$ cat src/rtl/csa_accum_seq_if.sv
// Stream handshake bundle for the carry-save packet accumulator:
// operand beats in, one packet result out.
interface csa_accum_seq_if #(
    parameter int BW = 16,
    parameter int GW = 4,
    parameter int CW = 4
);
    localparam int AW = BW + GW;

    logic          in_valid;
    logic          in_ready;
    logic [BW-1:0] in_data;
    logic          in_last;
    logic          out_valid;
    logic          out_ready;
    logic [AW-1:0] out_sum;
    logic [CW-1:0] out_cnt;
    logic          out_sat;

    modport master (
        output in_valid, in_data, in_last, out_ready,
        input  in_ready, out_valid, out_sum, out_cnt, out_sat
    );

    modport slave (
        input  in_valid, in_data, in_last, out_ready,
        output in_ready, out_valid, out_sum, out_cnt, out_sat
    );
endinterface

$ cat src/rtl/csa_accum_seq.sv
// Packet accumulator: constant-time carry-save accumulation per beat,
// then a two-cycle split carry-propagate resolve of S+C.
//
// state  | meaning
// IDLE   | waiting for first beat of a packet
// ACC    | accumulating beats in carry-save form
// RES_LO | resolve low half of S+C, keep its carry-out
// RES_HI | resolve high half, assemble result
// DONE   | result valid, held until out_ready
module csa_accum_seq #(
    parameter int BW = 16,
    parameter int GW = 4,
    parameter int CW = 4
) (
    input logic             clk,
    input logic             rst,
    csa_accum_seq_if.slave  bus
);
    localparam int AW = BW + GW;
    localparam int LW = AW / 2;
    localparam int HW = AW - LW;
    localparam logic [CW-1:0] CNT_MAX = '1;

    typedef enum logic [2:0] {IDLE, ACC, RES_LO, RES_HI, DONE} state_t;

    state_t        state, state_nxt;
    logic [AW-1:0] sum_vec, carry_vec;
    logic [AW-1:0] data_ext, csa_sum, csa_maj;
    logic [CW-1:0] cnt, out_cnt_r;
    logic [LW-1:0] lo_sum;
    logic          lo_carry;
    logic [HW-1:0] hi_sum;
    logic [AW-1:0] out_sum_r;
    logic          out_sat_r;
    logic          in_ready_i;
    logic          beat;

    assign in_ready_i = !rst && (state == IDLE || state == ACC);
    assign beat       = bus.in_valid && in_ready_i;

    assign data_ext = AW'(bus.in_data);
    assign csa_sum  = sum_vec ^ carry_vec ^ data_ext;
    assign csa_maj  = (sum_vec & carry_vec) | (sum_vec & data_ext) | (carry_vec & data_ext);
    assign hi_sum   = sum_vec[AW-1:LW] + carry_vec[AW-1:LW] + HW'(lo_carry);

    assign bus.in_ready  = in_ready_i;
    assign bus.out_valid = (state == DONE);
    assign bus.out_sum   = out_sum_r;
    assign bus.out_cnt   = out_cnt_r;
    assign bus.out_sat   = out_sat_r;

    always_ff @(posedge clk or posedge rst) begin
        if (rst) begin
            state <= IDLE;
        end else begin
            state <= state_nxt;
        end
    end

    always_comb begin
        state_nxt = state;
        case (state)
            IDLE:    if (beat) state_nxt = bus.in_last ? RES_LO : ACC;
            ACC:     if (beat && bus.in_last) state_nxt = RES_LO;
            RES_LO:  state_nxt = RES_HI;
            RES_HI:  state_nxt = DONE;
            DONE:    if (bus.out_ready) state_nxt = IDLE;
            default: state_nxt = IDLE;
        endcase
    end

    always_ff @(posedge clk or posedge rst) begin
        if (rst) begin
            sum_vec   <= '0;
            carry_vec <= '0;
            cnt       <= '0;
            lo_sum    <= '0;
            lo_carry  <= 1'b0;
            out_sum_r <= '0;
            out_cnt_r <= '0;
            out_sat_r <= 1'b0;
        end else begin
            case (state)
                IDLE: begin
                    if (beat) begin
                        sum_vec   <= data_ext;
                        carry_vec <= '0;
                        cnt       <= CW'(1);
                        out_sat_r <= 1'b0;
                    end
                end
                ACC: begin
                    if (beat) begin
                        sum_vec   <= csa_sum;
                        // carries pre-shifted; the bit leaving the top is modulo-dropped
                        carry_vec <= {csa_maj[AW-2:0], 1'b0};
                        if (cnt == CNT_MAX) begin
                            out_sat_r <= 1'b1;
                        end else begin
                            cnt <= cnt + CW'(1);
                        end
                    end
                end
                RES_LO: begin
                    {lo_carry, lo_sum} <= {1'b0, sum_vec[LW-1:0]} + {1'b0, carry_vec[LW-1:0]};
                end
                RES_HI: begin
                    out_sum_r <= {hi_sum, lo_sum};
                    out_cnt_r <= cnt;
                end
                default: ;
            endcase
        end
    end
endmodule

$ cat src/flat_wrapper.sv
// flat-port wrapper written by rule: the top's interface ports become plain ports
module csa_accum_seq_flat 
#(
    parameter int BW = 16,
    parameter int GW = 4,
    parameter int CW = 4
)
  (clk, rst, bus_in_valid, bus_in_data, bus_in_last, bus_out_ready, bus_in_ready, bus_out_valid, bus_out_sum, bus_out_cnt, bus_out_sat);
  csa_accum_seq_if #(.BW(BW), .GW(GW), .CW(CW)) bus_i ();
  input logic clk;
  input logic rst;
  input wire logic [$bits(bus_i.in_valid)-1:0] bus_in_valid;
  input wire logic [$bits(bus_i.in_data)-1:0] bus_in_data;
  input wire logic [$bits(bus_i.in_last)-1:0] bus_in_last;
  input wire logic [$bits(bus_i.out_ready)-1:0] bus_out_ready;
  output wire logic [$bits(bus_i.in_ready)-1:0] bus_in_ready;
  output wire logic [$bits(bus_i.out_valid)-1:0] bus_out_valid;
  output wire logic [$bits(bus_i.out_sum)-1:0] bus_out_sum;
  output wire logic [$bits(bus_i.out_cnt)-1:0] bus_out_cnt;
  output wire logic [$bits(bus_i.out_sat)-1:0] bus_out_sat;
  assign bus_i.in_valid = bus_in_valid;
  assign bus_i.in_data = bus_in_data;
  assign bus_i.in_last = bus_in_last;
  assign bus_i.out_ready = bus_out_ready;
  assign bus_in_ready = bus_i.in_ready;
  assign bus_out_valid = bus_i.out_valid;
  assign bus_out_sum = bus_i.out_sum;
  assign bus_out_cnt = bus_i.out_cnt;
  assign bus_out_sat = bus_i.out_sat;
  csa_accum_seq #(.BW(BW), .GW(GW), .CW(CW)) u_core (.clk(clk), .rst(rst), .bus(bus_i));
endmodule
$ cat config.mk
export PLATFORM = sky130hd
export DESIGN_NAME = csa_accum_seq_flat
export DESIGN_NICKNAME = d
export VERILOG_FILES = /design/src/rtl/csa_accum_seq_if.sv /design/src/rtl/csa_accum_seq.sv /design/src/flat_wrapper.sv
export SDC_FILE = /design/constraint.sdc
export NUM_CORES = 1
export LEC_CHECK = 0
export CORE_UTILIZATION = 50
export DETAILED_ROUTE_END_ITERATION = 10
export MAX_ROUTING_LAYER = met4
export PLACE_DENSITY = 0.72
export SYNTH_ARGS = -nofsm -noshare
export SYNTH_HDL_FRONTEND = slang
export SYNTH_SLANG_ARGS = --single-unit
$ cat constraint.sdc
create_clock -name clk -period 7 [get_ports clk]
set_input_delay 1.05 -clock clk [delete_from_list [all_inputs] [get_ports clk]]
set_output_delay 1.05 -clock clk [all_outputs]
set_load 0.05 [all_outputs]
==> metrics.yaml <==
yosys_warnings: 0
worstSetupPathType: "primary input to primary output"
filler_cell_count: 730
clock_latency_ns: 0.36
period_share_pct: 50.8
antenna_found_initial: 0
setup_slack_ns: 3.44
globalRoute.totalOverflow: 0
synth_commonest_cells: "dfrtp_1, nand2_1, o21ai_0"
hold_viol_final: 0
crit_chain: "clkdlybuf4s50_1 -> nor3_2 -> clkdlybuf4s50_1"
yosysUniqueCellTypes: 46
drive_gt1_share_pct: 8.20
cts_hold_buf: 0
place_ws_ns: 3.44
wirelength_mm: 8.96
io_buffers: 47
seq_area_frac_synth_pct: 45.4
peakVddDrop_v: 0.000242
cts.sink_count: 82
yosysTopAreaCellShare_pct: 45.4
start_util_pct: 51.8
cts_root_buffer: "clkbuf_8"
syn_to_final_growth_pct: 15.9
required_ns: 5.95
setup_viol: 0
cp-end-kind: "primary output"
clock_power_share_pct: 15.3
worstHoldPathType: "flop to flop"
fmax_mhz: 281
h-tree-depth: 3
die_h_um: 97.1
grt_pass1_wl_mm: 15.7
final_util_pct: 60.1
synth_area_um2: 4520
dpl.hpwl_mm: 6.11
grt_max_degree: 83
vias: 3392
grt_pass1_vias: 3446
intPower_w: 0.00123
finClkSkew_ns: 0.00932
slew-limit-headroom_pct: 26.3
critPathLaunchType: "primary input"
rsz0062_at_grt: "no"
synth_top_flop_cell: "dfrtp_1"
tightestPinTransition_ns: 1.11
max-cap-violations: 0
track_usage_pct: 21.1
postSynth.asyncResetShare_pct: 100
status: "complete, no violations"
fin_crit_ns: 3.56
synthTopCellsByArea: "dfrtp_1, fa_1, o21ai_0"
power_frac_seq_pct: 35.1
path_max_fanout: 3
wl_per_cell_um: 14.5
ctsResizeCount: 0
ys_ff_latch: 82
dieWidth_um: 97.1
crit_slowest_cell: "clkdlybuf4s50_1"
switching_share_pct: 44.0
synth_edf_count: 0
drtPass1Iterations: 4
finalSetupTns_ns: 0
power_leakage_nw: 2.41
final_nets: 565
yosys.area.top_type: "dfrtp_1"
synth_nets: 524
ios: 48
core_um2: 8720
clk_pin_slew_worst_paths_ns: 0.08
synth.avg_cell_area_um2: 9.70
pwr_density_cell_nw_per_um2: 420
yosysMostFrequentCell: "dfrtp_1"
arrival_ns: 2.51
switchingPower_w: 0.000969
cts_tree: "built"
combPwrFrac_pct: 49.5
ant_nets: 0
drt-initial-drc-count: 205
antennaDiodeCount: 0
crit_path_max_incr_delay_ns: 0.84
vias_per_cell: 5.47
gp_congestion: 0.814
cts_buffers: 9
core.rowCount: 34
slew_violations: 0
drc: 0
cts_setup_buffers: 0
clk_path_buf_depth: 2
synth_cells: 466
crit_path_frequent_cell: "clkdlybuf4s50_1"
die_area_um2: 9430
## cells in the final DEF (no fill, tap or decap), types with 2 or more instances in the layout
cell type	Yosys	routed
dfrtp_1	82	82
nand2_1	56	56
o21ai_0	52	52
inv_1	50	49
clkdlybuf4s50_1	0	47
nor2_1	29	29
a21oi_1	29	29
ha_1	19	19
mux2_2	18	18
fa_1	18	18
or3_1	15	15
nand3_1	12	12
clkbuf_8	0	9
a211oi_1	7	7
a21o_1	6	6
xor2_1	6	6
nor3_1	5	5
o31ai_1	5	5
o21a_1	4	4
o21ai_1	3	3
xnor2_1	3	3
clkinv_2	0	3
buf_4	0	3
and2_1	1	2
o21bai_1	2	2
nor2b_1	2	2
nor3b_1	2	2
a31oi_1	2	2
clkinvlp_4	0	2
clkbuf_1	12	2
## cells by family (layout without fill, tap and decap cells)
kind of cell,count (synthesis),after routing,share of synthesized area [%]
compound gates,118,118,15.4
xor+xnor,9,9,1.74
fa+ha+maj,37,37,13.2
buf+inv,71,117,6.39
flops,82,82,45.4
mux,19,19,4.71
simple gates,130,130,13.1
## state kept, by name, summed over array words and instances, names as in the netlist
register	count
u_core.cnt	4
u_core.carry_vec	19
u_core.bus.out_sum	20
u_core.bus.out_cnt	4
u_core.lo_carry	1
u_core.sum_vec	20
u_core.lo_sum	10
u_core.state	3
u_core.bus.out_sat	1
## through the flow
stage / hold WS, ns / instance area (µm²) / power, W / cells
2_1_floorplan: 0.443 / 4520 / 0.00159 / 466
3_3_place_gp: 0.453 / 5050 / 0.00183 / 604
3_5_place_dp: 0.460 / 5050 / 0.00188 / 604
4_1_cts: 0.479 / 5240 / 0.00222 / 620
5_1_grt: 0.495 / 5240 / 0.00238 / 620
6_report: 0.475 / 5240 / 0.00220 / 620
## per-layer routing
metal | vias to the layer above | share of wire, % | global-route usage (%)
met5 | - | 0 | -
met1 | 1654 | 49 | 27.9
met2 | 63 | 47 | 33.5
li1 | 1663 | - | -
met4 | 0 | 1.5 | 7.58
met3 | 12 | 2.9 | 2.88
## layout make-up
class                           count  area (µm²)  area share, %
Inverter                           51         193           3.68
Multi-Input combinational cell    313        2180           41.6
Clock inverter                      5        55.1           1.05
Clock buffer                       11         131           2.51
Sequential cell                    82        2050           39.2
Tap cell                          108         135           2.58
Timing Repair Buffer               50         493           9.41
## final timing paths
path	from	to	slack (ns)	cells past startpoint
worst max-delay path	rst	bus_in_ready	3.44	3
min in group asynchronous	rst	u_core.bus.out_cnt[2]$_DFFE_PP0P_	1.38	3
worst min-delay path	u_core.sum_vec[18]$_DFFE_PP0P_	u_core.sum_vec[18]$_DFFE_PP0P_	0.48	2
max in group asynchronous	rst	u_core.lo_sum[4]$_DFFE_PP0N_	4.93	3
worst min register to register	u_core.sum_vec[18]$_DFFE_PP0P_	u_core.sum_vec[18]$_DFFE_PP0P_	0.48	2
worst max register to register	u_core.lo_carry$_DFFE_PP0N_	u_core.bus.out_sum[18]$_DFFE_PP0P_	4.45	7
## power groups by stage
stage	logic [W]	clock network, W	registers [W]
after floorplan	0.000643	0	0.000945
after global placement	0.00106	0	0.000776
after detailed placement	0.00110	0	0.000782
after CTS	0.00110	0.000345	0.000773
after global routing	0.00122	0.000362	0.000798
final	0.00109	0.000338	0.000773
## critical path, delay by kind of cell
family                 cells  cell delay, ns
buffers and inverters      2            1.29
and+or+nand+nor            1            0.17
Power figures use the tool's default switching activity.
